## src/rtl/call_stack_if.sv

```systemverilog
// Handshake bundle between the IF-stage control unit and the return-address stack.
// The controller drives push/pop/flush/clear_err; the stack drives the data and status outputs.
interface call_stack_if #(
   parameter int unsigned DATA_W = 32,
   parameter int unsigned DEPTH  = 8
);
   localparam int unsigned CNT_W = $clog2(DEPTH + 1);

   logic              push;
   logic              pop;
   logic              flush;
   logic              clear_err;
   logic [DATA_W-1:0] push_data;
   logic [DATA_W-1:0] pop_data;
   logic              pop_valid;
   logic [CNT_W-1:0]  count;
   logic              empty;
   logic              full;
   logic              overflow;
   logic              underflow;

   modport master (
      output push, pop, flush, clear_err, push_data,
      input  pop_data, pop_valid, count, empty, full, overflow, underflow
   );

   modport slave (
      input  push, pop, flush, clear_err, push_data,
      output pop_data, pop_valid, count, empty, full, overflow, underflow
   );
endinterface

```

## src/rtl/call_stack.sv

```systemverilog
// LIFO return-address stack driven on CALL (push) and RET (pop).
// Storage is a circular buffer indexed by ptr_q, so overwrite-when-full needs no data movement.
module call_stack #(
   parameter int unsigned DATA_W = 32,
   parameter int unsigned DEPTH  = 8,
   parameter bit          WRAP   = 1'b0
) (
   input  logic         clk_i,
   input  logic         rst_i,
   call_stack_if.slave  bus
);
   localparam int unsigned CNT_W = $clog2(DEPTH + 1);
   localparam int unsigned PTR_W = $clog2(DEPTH);
   localparam logic [CNT_W-1:0] CntMax = CNT_W'(DEPTH);

   logic [DATA_W-1:0] mem_q [DEPTH];
   logic [PTR_W-1:0]  ptr_q, ptr_d, top_idx, waddr;
   logic [CNT_W-1:0]  count_q, count_d;
   logic [DATA_W-1:0] pop_data_q, pop_data_d;
   logic              pop_valid_q, pop_valid_d;
   logic              overflow_q, overflow_d;
   logic              underflow_q, underflow_d;
   logic              we, ovf_set, unf_set, is_empty, is_full;

   // DEPTH is a power of two, so PTR_W-bit arithmetic wraps modulo DEPTH for free.
   assign top_idx  = ptr_q - PTR_W'(1);
   assign is_empty = (count_q == '0);
   assign is_full  = (count_q == CntMax);

   always_comb begin
      ptr_d       = ptr_q;
      count_d     = count_q;
      pop_data_d  = pop_data_q;
      pop_valid_d = 1'b0;
      we          = 1'b0;
      waddr       = ptr_q;
      ovf_set     = 1'b0;
      unf_set     = 1'b0;

      if (bus.flush) begin
         ptr_d   = '0;
         count_d = '0;
      end else if (bus.push && bus.pop) begin
         pop_valid_d = 1'b1;
         if (is_empty) begin
            pop_data_d = bus.push_data;
         end else begin
            // Replace top: read the old value and overwrite the same slot in one cycle.
            pop_data_d = mem_q[top_idx];
            we         = 1'b1;
            waddr      = top_idx;
         end
      end else if (bus.pop) begin
         if (is_empty) begin
            unf_set = 1'b1;
         end else begin
            pop_data_d  = mem_q[top_idx];
            pop_valid_d = 1'b1;
            ptr_d       = top_idx;
            count_d     = count_q - CNT_W'(1);
         end
      end else if (bus.push) begin
         if (!is_full) begin
            we      = 1'b1;
            ptr_d   = ptr_q + PTR_W'(1);
            count_d = count_q + CNT_W'(1);
         end else begin
            ovf_set = 1'b1;
            if (WRAP) begin
               we    = 1'b1;
               ptr_d = ptr_q + PTR_W'(1);
            end
         end
      end

      // A new error in the same cycle as clear_err wins.
      overflow_d  = ovf_set | (overflow_q & ~bus.clear_err);
      underflow_d = unf_set | (underflow_q & ~bus.clear_err);
   end

   always_ff @(posedge clk_i) begin
      if (rst_i) begin
         ptr_q       <= '0;
         count_q     <= '0;
         pop_data_q  <= '0;
         pop_valid_q <= 1'b0;
         overflow_q  <= 1'b0;
         underflow_q <= 1'b0;
      end else begin
         ptr_q       <= ptr_d;
         count_q     <= count_d;
         pop_data_q  <= pop_data_d;
         pop_valid_q <= pop_valid_d;
         overflow_q  <= overflow_d;
         underflow_q <= underflow_d;
      end
   end

   always_ff @(posedge clk_i) begin
      if (we && !rst_i) begin
         mem_q[waddr] <= bus.push_data;
      end
   end

   assign bus.pop_data  = pop_data_q;
   assign bus.pop_valid = pop_valid_q;
   assign bus.count     = count_q;
   assign bus.empty     = is_empty;
   assign bus.full      = is_full;
   assign bus.overflow  = overflow_q;
   assign bus.underflow = underflow_q;
endmodule

```

## src/flat_wrapper.sv

```systemverilog
// flat-port wrapper written by rule: the top's interface ports become plain ports
module call_stack_flat 
#(
   parameter int unsigned DATA_W = 32,
   parameter int unsigned DEPTH  = 8,
   parameter bit          WRAP   = 1'b0
)
  (clk_i, rst_i, bus_push, bus_pop, bus_flush, bus_clear_err, bus_push_data, bus_pop_data, bus_pop_valid, bus_count, bus_empty, bus_full, bus_overflow, bus_underflow);
  call_stack_if #(.DATA_W(DATA_W), .DEPTH(DEPTH)) bus_i ();
  input  logic clk_i;
  input  logic rst_i;
  input wire logic [$bits(bus_i.push)-1:0] bus_push;
  input wire logic [$bits(bus_i.pop)-1:0] bus_pop;
  input wire logic [$bits(bus_i.flush)-1:0] bus_flush;
  input wire logic [$bits(bus_i.clear_err)-1:0] bus_clear_err;
  input wire logic [$bits(bus_i.push_data)-1:0] bus_push_data;
  output wire logic [$bits(bus_i.pop_data)-1:0] bus_pop_data;
  output wire logic [$bits(bus_i.pop_valid)-1:0] bus_pop_valid;
  output wire logic [$bits(bus_i.count)-1:0] bus_count;
  output wire logic [$bits(bus_i.empty)-1:0] bus_empty;
  output wire logic [$bits(bus_i.full)-1:0] bus_full;
  output wire logic [$bits(bus_i.overflow)-1:0] bus_overflow;
  output wire logic [$bits(bus_i.underflow)-1:0] bus_underflow;
  assign bus_i.push = bus_push;
  assign bus_i.pop = bus_pop;
  assign bus_i.flush = bus_flush;
  assign bus_i.clear_err = bus_clear_err;
  assign bus_i.push_data = bus_push_data;
  assign bus_pop_data = bus_i.pop_data;
  assign bus_pop_valid = bus_i.pop_valid;
  assign bus_count = bus_i.count;
  assign bus_empty = bus_i.empty;
  assign bus_full = bus_i.full;
  assign bus_overflow = bus_i.overflow;
  assign bus_underflow = bus_i.underflow;
  call_stack #(.DATA_W(DATA_W), .DEPTH(DEPTH), .WRAP(WRAP)) u_core (.clk_i(clk_i), .rst_i(rst_i), .bus(bus_i));
endmodule
```

## config.mk

```make
export PLATFORM = sky130hd
export DESIGN_NAME = call_stack_flat
export DESIGN_NICKNAME = d
export VERILOG_FILES = /design/src/rtl/call_stack_if.sv /design/src/rtl/call_stack.sv /design/src/flat_wrapper.sv
export SDC_FILE = /design/constraint.sdc
export NUM_CORES = 1
export LEC_CHECK = 0
export CORE_MARGIN = 8
export CORE_UTILIZATION = 40
export DETAILED_ROUTE_END_ITERATION = 10
export PLACE_DENSITY = 0.58
export RECOVER_POWER = 50
export SLEW_MARGIN = 20
export SYNTH_ARGS = -nofsm -noshare
export SYNTH_HDL_FRONTEND = slang
export SYNTH_SLANG_ARGS = --single-unit
export TNS_END_PERCENT = 20
```

## constraint.sdc

```tcl
create_clock -name clk_i -period 8.21 [get_ports clk_i]
set_input_delay 1.642 -clock clk_i [delete_from_list [all_inputs] [get_ports clk_i]]
set_output_delay 1.642 -clock clk_i [all_outputs]
set_load 0.05 [all_outputs]
```

* After elaboration in Yosys (flattened, before gate mapping)
Memory sizes are Yosys's and may differ from the RTL's.
Cells that the tools add are included.
** Cells by class
- Magnitude comparators :: 0
- Reduce and logical (&&, ||, !) cells :: 10
- Add/subtract/negate cells :: 4
- Multiplexer cells :: 33
- Multiply operators :: 0
- Bitwise logic cells :: 7
- Shifts and indexed selects :: 0
- Divide/modulo/power cells :: 0
- Eq/ne operators :: 4
** Operators by type and width (number)
- 2-to-1 mux 32 bit :: 4
- 2-to-1 mux 1 bit :: 19
- 2-to-1 mux 3 bit :: 6
- 2-to-1 mux 4 bit :: 4
- AND reduction 3 bit :: 2
- adder 4 x 1 -> 4 bit (second input constant) :: 1
- == test 4 bit (second input constant) :: 1
- zero test 4 bit :: 1
- != test 2 bit (second input constant) :: 2
- AND reduction 4 bit :: 1
- nonzero test 2 bit :: 2
- subtractor 4 x 1 -> 4 bit (second input constant) :: 1
- adder 3 x 1 -> 3 bit (second input constant) :: 1
- inverter 1 bit :: 3
- subtractor 3 x 1 -> 3 bit (second input constant) :: 1
- AND 1 bit :: 2
- logical AND 1 bit :: 2
- != test 2 x 1 -> 1 bit (second input constant) :: 1
- bitwise OR 1 bit :: 2
- OR reduction 2 bit :: 1
- zero test 1 bit :: 1
** Storage, ports and cells
- Flip-flop bits (word level) :: 42
- Bits of input ports :: 38
- Word-level logic and storage cells :: 65
- Bits in read-only memories :: 0
- Memory bits (writable) :: 256
- Memories kept :: 1
- Latch bits :: 0
** Memories
- u_core.mem_q :: words 8, width 32, rd ports 1, clocked after memory_dff 0, wr ports 1, RTL line call_stack.sv:16 : logic [DATA_W-1:0] mem_q [DEPTH];

* Depth between registers and ports, before layout
Gate-level depths: netlist of run 1.
- Depth after elaboration :: 9
- Depth in mapped cells :: 9
- Mapped depth without buffers :: 6

* Least setup slack after synthesis of run 1
OpenSTA, ideal clock, no wires.
- Path kind :: input -> register
- From :: input port bus_pop
- To :: memory u_core.mem_q[2][0] (enable)
- Stages :: 5
- Required time :: 7.789 ns
- Data arrival time :: 3.999 ns
- Path buffers :: 1
- Library setup time :: 0.421 ns
- Setup slack :: 3.790 ns
- Cell sequence :: clkbuf_1 -> nand3b_1 -> o41ai_1 -> o31ai_2 -> nor2_1
** On the way
- Cells in the longest elaborated chain, start to end :: 6
- Elaborated cells on any way between the ends :: 9
** RTL lines
- start: declaration :: RTL line flat_wrapper.sv:13 : input wire logic [$bits(bus_i.pop)-1:0] bus_pop;
- 2-to-1 mux 1 bit or logical AND 1 bit (tied branches) :: RTL line call_stack.sv:53, call_stack.sv:43
- 2-to-1 mux 1 bit :: RTL line call_stack.sv:43 : end else if (bus.push && bus.pop) begin
- 2-to-1 mux 1 bit :: RTL line call_stack.sv:40 : if (bus.flush) begin
- logical AND 1 bit :: RTL line call_stack.sv:100 : if (we && !rst_i) begin
- 2-to-1 mux 1 bit :: RTL line call_stack.sv:100
- 2-to-1 mux 1 bit (implied by the code) :: RTL line call_stack.sv:101 : mem_q[waddr] <= bus.push_data;
- end: declaration :: RTL line call_stack.sv:16
Parallel ways exist; a longest one is shown, timed or not.

* Worst setup path after layout of run 1
- From :: register u_core.count_q[0] (netlist: u_core.bus.count[0])
- To :: output port bus_empty
** On the way
- Cells in the longest elaborated chain, start to end :: 1
** RTL lines
- start: declaration :: RTL line call_stack.sv:18 : logic [CNT_W-1:0] count_q, count_d;
- start signal: assignment :: RTL line call_stack.sv:91 : count_q <= count_d;
- zero test 4 bit :: RTL line call_stack.sv:27 : assign is_empty = (count_q == '0);
- end: declaration :: RTL line flat_wrapper.sv:20 : output wire logic [$bits(bus_i.empty)-1:0] bus_empty;
No other way between the ends.

==> flow_summary_export.csv, run 1 <==
group,metric,value,unit
synth,synth_top_area_share,60.3,%
sta,worst_slack,3.82,ns
min_path,hp-class,"flop to flop",
cells_and_area,multiInputGateArea,3980,um2
flow_run,drv_cap,0,
global_route,grt_pass1_vias,7643,
sta,worst_pin_slew,1.09,ns
sta,hold_violations,0,
clock_network,cts_resized,0,
placed_design,place_ws,3.54,ns
critical_path,cp-start-kind,"flop",
cells_and_area,layout.nets,960,
synth,seq_area_frac_synth,66.9,%
detailed_routing,vias,7420,
clock_network,cts_buffers,31,
critical_path,arrival,2.75,ns
detailed_routing,routed_via_density,5.52,
clock_network,cts_sinks,298,
synth,synthArstFlopShare,0,%
detailed_routing,finalWirelength,28000,um
detailed_routing,post_drt_wl_per_cell,20.9,um
placed_design,gp_congestion,0.762,
cells_and_area,nFillCells,2757,
sta,max_freq,228,MHz
sta,fin_hold_ws,0.477,ns
clock_network,clk_pin_slew_worst_paths,0.06,ns
placed_design,hpwl,15700,um
power,ir_drop,0.208,mV
run_status,outcome,"complete, no violations",
floorplan,die_h,194,um
global_route,grtUsageTotal,14.4,%
clock_network,cts-htree-levels,1,
global_route,grt.overflow.total,0,
floorplan,die_area,37800,um2
clock_network,root_buffer,"clkbuf_16",
synth,yosysMostFrequentCell,"edfxtp_1",
floorplan,fp.dieW,194,um
critical_path,crit_required,6.57,ns
cells_and_area,fin_util,47.7,%
synth,avgSynthCellArea,14.9,um2
synth,ys_ff_latch,298,
sta,rsz0062_at_grt,"no",
cells_and_area,antenna_cells,0,
synth,synth_top_area_cell,"edfxtp_1",
clock_network,cts_hold_buf,0,
cells_and_area,syn_to_final_growth,17.9,%
cells_and_area,regArea,8530,um2
cells_and_area,drive_gt1_share,17.2,%
global_route,antenna_found_initial,0,
sta,setup_viol,0,
synth,ys_top_cells_by_count,"edfxtp_1 (256), mux2_2 (84), nor3b_1 (67)",
synth,syn_area,12700,um2
detailed_routing,postRouteAntennaNets,0,
global_route,grt_max_degree,99,
synth,synth_warnings,0,
synth,syn_inst,856,
synth,synth_nets,899,
cells_and_area,finish.instance_area,15000,um2
synth,synth_top_flop_cell,"edfxtp_1",
placed_design,io_buffers,78,
clock_network,clock_latency,0.55,ns
sta,fin_tns_setup,0,ns
synth,synth.area.top_cells,"edfxtp_1 (60%), mux2_2 (7.4%), dfxtp_1 (6.6%), nor3b_1 (3.9%), nand3b_1 (3.8%)",
sta,skew,0.00903,ns
synth,synth_edf_count,256,
floorplan,rows,65,
power,p_per_area,217,nW/um2
sta,finalCritPeriodShare,53.5,%
sta,slew_viol_final,0,
clock_network,post_cts_buffers,0,
critical_path,path_class,"flop to output pin",
floorplan,coreArea,31500,um2
clock_network,cts_tree,"built",
clock_network,clockBufferDepth,3,
placed_design,place_area,13900,um2
sta,min_period,4.39,ns
critical_path,setup.worst_path.end_class,"output pin",
global_route,grt_pass1_wl,44000,um
synth,synth_cell_type_count,50,
floorplan,initial_core_util,40.5,%
detailed_routing,dr.pass1.iters,4,
critical_path,path_max_fanout,17,
detailed_routing,drt_iter0_drc,375,
detailed_routing,drc,0,
floorplan,io_pins,79,
sta,max-slew-margin-rel,27.1,%
power,p_leak,4.57,nW
-- state kept, by name, summed over array words and instances (netlist names) --
register	count
u_core.bus.underflow	1
u_core.bus.overflow	1
u_core.bus.pop_data	32
u_core.mem_q	256
u_core.bus.pop_valid	1
u_core.bus.count	4
u_core.ptr_q	3
-- per-layer routing --
metal	global-route usage, %	vias up	wire, um
li1	-	3500	-
met1	18.5	3739	12900
met2	24.8	137	13500
met3	2.50	44	1020
met4	3.85	0	583
met5	0	-	0
-- final timing paths --
kind	from	endpoint	slack (ns)	cells past startpoint
worst max-delay path	u_core.bus.count[0]$_SDFFE_PP0P_	bus_empty	3.82	3
worst min-delay path	u_core.bus.underflow$_SDFF_PP0_	u_core.bus.underflow$_SDFF_PP0_	0.48	2
worst max register to register	u_core.ptr_q[0]$_SDFFE_PP0P_	u_core.bus.pop_data[0]$_SDFFE_PP0P_	4.46	7
worst min register to register	u_core.bus.underflow$_SDFF_PP0_	u_core.bus.underflow$_SDFF_PP0_	0.48	2
-- cells by family (layout without fill, tap and decap cells) --
group / count (synthesis) / count (layout) / synth area share (%)
flip-flops: 298 / 298 / 66.9
AND/OR/NAND/NOR: 191 / 191 / 10.4
AO/OA/AOI/OAI: 153 / 153 / 8.00
multiplexers: 129 / 129 / 11.2
buffers and inverters: 77 / 163 / 2.61
adder cells (fa/ha/maj): 5 / 5 / 0.550
XOR/XNOR: 3 / 3 / 0.324
-- through the flow --
stage	total power, mW	cells
detailed placement	1.97	1282
global route	3.37	1344
finish	3.25	1344
CTS	3.30	1340
floorplan	1.87	856
global placement	1.97	1281
-- report_power, final --
| part | switching [mW] | total [mW] | leakage (nW) | internal, mW |
|---|---|---|---|---|
| Sequential | 0.0116 | 1.67 | 2.65 | 1.66 |
| Combinational | 0.169 | 0.261 | 1.45 | 0.0922 |
| Clock | 0.546 | 1.32 | 0.469 | 0.775 |
| Total | 0.727 | 3.25 | 4.57 | 2.53 |
-- cells in the final DEF (no fill, tap or decap), types with 14 or more instances in the layout --
cell type        instances
edfxtp_1               256
mux2_2                  84
nor3b_1                 67
nand3b_1                64
dlygate4sd3_1           64
dfxtp_1                 41
o21ai_1                 37
a32oi_1                 33
mux2i_1                 33
o211ai_1                32
o21ai_0                 31
clkbuf_16               31
clkbuf_1                15
clkdlybuf4s50_1         14
-- critical path, cell delays in order (launching register included) --
cell and delay, ns:
dfxtp_1 0.41, or4_1 0.71, inv_4 0.23, clkdlybuf4s50_1 0.85
-- final cells by class --
cell class                 instances  share of cell area [%]
tap                              402                    3.35
sequential                       298                    56.8
clock inverter                     7                   0.433
clock buffer                      51                    6.00
timing repair buffer              95                    6.71
multi-input combinational        481                    26.5
inverter                          10                   0.266
Power figures use the tool's default switching activity.
==> run 2, diff against run 1 <==
--- a/config.mk
+++ b/config.mk
@@ -8,7 +8,7 @@
 export CORE_MARGIN = 8
 export CORE_UTILIZATION = 40
 export DETAILED_ROUTE_END_ITERATION = 10
-export PLACE_DENSITY = 0.58
+export PLACE_DENSITY = 0.61
 export RECOVER_POWER = 50
 export SLEW_MARGIN = 20
 export SYNTH_ARGS = -nofsm -noshare
==> constraint.sdc (replaced) <==
create_clock -name clk_i -period 3.9 [get_ports clk_i]
set_input_delay 0.78 -clock clk_i [delete_from_list [all_inputs] [get_ports clk_i]]
set_output_delay 0.78 -clock clk_i [all_outputs]
set_load 0.05 [all_outputs]
==> run 2 against run 1 <==
Effect of this change: non-clock buffer count up 5; register-to-register slack worse by 3.3 ns; sequential share of layout area down 1.0 points; global-route usage up 0.58 points; clock power up 150%.
==> flow_summary_export.csv, run 2 (synthesis results as in run 1) <==
group,metric,value,unit
sta,finalCritPeriodShare,89.5,%
critical_path,crit_chain,"or4_1 > inv_4 > clkdlybuf4s50_1",
cells_and_area,drive_gt1_share,18.8,%
global_route,grt_max_degree,110,
clock_network,cts_tree,"built",
power,ir_drop,0.235,mV
sta,worst_pin_slew,0.968,ns
critical_path,slowest_delay,0.85,ns
sta,max_freq,287,MHz
power,seqPwrFrac,47.8,%
power,power.switching,1.61,mW
detailed_routing,post_drt_wl_per_cell,21.2,um
floorplan,fp.dieW,194,um
floorplan,io_pins,79,
critical_path,setup.worst_path.end_class,"output pin",
clock_network,clk_pin_slew_worst_paths,0.06,ns
power,sw_frac_of_total,21.9,%
critical_path,arrival,2.71,ns
cells_and_area,layout.nets,968,
clock_network,cts_hold_buf,0,
floorplan,die_area,37800,um2
power,p_comb_share,7.6,%
clock_network,clock_latency,0.50,ns
sta,rsz0062_at_grt,"no",
detailed_routing,dr.pass1.iters,5,
critical_path,ff2ff_path_depth,6,
power,p_leak,4.70,nW
critical_path,path_max_fanout,17,
detailed_routing,postRouteAntennaNets,0,
detailed_routing,routed_via_density,5.57,
critical_path,crit_required,3.12,ns
clock_network,cts-htree-levels,2,
cells_and_area,antenna_cells,0,
detailed_routing,drc,0,
floorplan,rows,65,
sta,worst_slack,0.410,ns
power,p_per_area,481,nW/um2
run_status,outcome,"complete, no violations",
cells_and_area,regArea,8530,um2
critical_path,cp-start-kind,"flop",
cells_and_area,final_common_cell,"edfxtp_1",
detailed_routing,drt_iter0_drc,459,
global_route,antenna_found_initial,0,
cells_and_area,regMostFlops,"u_core.mem_q",
global_route,grtUsageTotal,15.0,%
clock_network,cts_resized,0,
clock_network,cts_sinks,298,
cells_and_area,multiInputGateArea,3980,um2
sta,hold_violations,0,
sta,fin_tns_setup,0,ns
sta,slew_viol_final,0,
sta,min_period,3.49,ns
cells_and_area,finish.instance_area,15300,um2
power,p_int,5.75,mW
global_route,grt.overflow.total,0,
global_route,grt_pass1_vias,7706,
clock_network,post_cts_buffers,0,
placed_design,hpwl,16100,um
cells_and_area,nFillCells,2653,
clock_network,cts_buffers,34,
flow_run,drv_cap,0,
clock_network,clockBufferDepth,3,
detailed_routing,finalWirelength,28700,um
cells_and_area,layout_common_cells,"edfxtp_1 (256), mux2_2 (84), nor3b_1 (67)",
sta,skew,0.0153,ns
global_route,grt_pass1_wl,45200,um
cells_and_area,largest_register_ffs,256,
sta,fin_hold_ws,0.479,ns
min_path,holdPathStages,2,
placed_design,gp_congestion,0.761,
clock_network,root_buffer,"clkbuf_16",
sta,max-slew-margin-rel,35.5,%
placed_design,place_area,14100,um2
min_path,hp-class,"flop to flop",
detailed_routing,vias,7536,
cells_and_area,syn_to_final_growth,20.1,%
floorplan,initial_core_util,40.5,%
floorplan,die_h,194,um
floorplan,coreArea,31500,um2
placed_design,place_ws,0.524,ns
power,power_frac_clock,44.5,%
critical_path,path_class,"flop to output pin",
critical_path,critPathSlowestCell,"clkdlybuf4s50_1",
placed_design,io_buffers,78,
sta,setup_viol,0,
run 2: critical path: cells and delay by family (launching register included):
family / cells / cell delay (ns)
buf+inv: 2 / 1.09
flops: 1 / 0.41
simple gates: 1 / 0.72
run 2: final timing paths:
kind,to,slack (ns),start
worst min register to register,u_core.bus.underflow$_SDFF_PP0_,0.48,u_core.bus.underflow$_SDFF_PP0_
worst max register to register,u_core.mem_q[0][12]$_DFFE_PP_,1.14,u_core.bus.count[0]$_SDFFE_PP0P_
worst min-delay path,u_core.bus.underflow$_SDFF_PP0_,0.48,u_core.bus.underflow$_SDFF_PP0_
worst max-delay path,bus_empty,0.41,u_core.bus.count[0]$_SDFFE_PP0P_
run 2: power groups by stage:
stage | clock network (mW) | logic, mW | registers, mW
after global placement | 0 | 0.576 | 3.58
after floorplan | 0 | 0.280 | 3.66
after CTS | 3.35 | 0.585 | 3.52
after global routing | 3.47 | 0.607 | 3.52
after detailed placement | 0 | 0.583 | 3.59
final | 3.28 | 0.562 | 3.52
run 2: routing by layer:
layer	up-vias	track usage (%)	routed length, um
met5	-	0	0
met4	0	3.54	403
met3	32	2.94	1130
met2	135	25.1	13800
met1	3843	19.8	13400
li1	3526	-	-
run 2: area by class of cell:
type / instances / share of cell area, %
clock buffer: 45 / 6.23
clock inverter: 16 / 1.41
inverter: 10 / 0.262
multi-input combinational: 481 / 26.0
sequential: 298 / 55.8
tap: 402 / 3.29
timing repair buffer: 100 / 7.08
run 2: metrics by stage:
step	util, %	std cells	total power [mW]
after global placement	44.9	1291	4.16
after global routing	48.6	1352	7.60
after detailed placement	44.9	1291	4.17
after floorplan	-	856	3.94
after CTS	48.6	1352	7.46
final	48.6	1352	7.36
==> run 3, diff against run 2 <==
--- a/config.mk
+++ b/config.mk
@@ -10,6 +10,7 @@
 export DETAILED_ROUTE_END_ITERATION = 10
 export PLACE_DENSITY = 0.61
 export RECOVER_POWER = 50
+export SKIP_LAST_GASP = 1
 export SLEW_MARGIN = 20
 export SYNTH_ARGS = -nofsm -noshare
 export SYNTH_HDL_FRONTEND = slang
==> results of run 3 <==
Same layout as run 2: the final DEF is identical, and so are final timing and power.
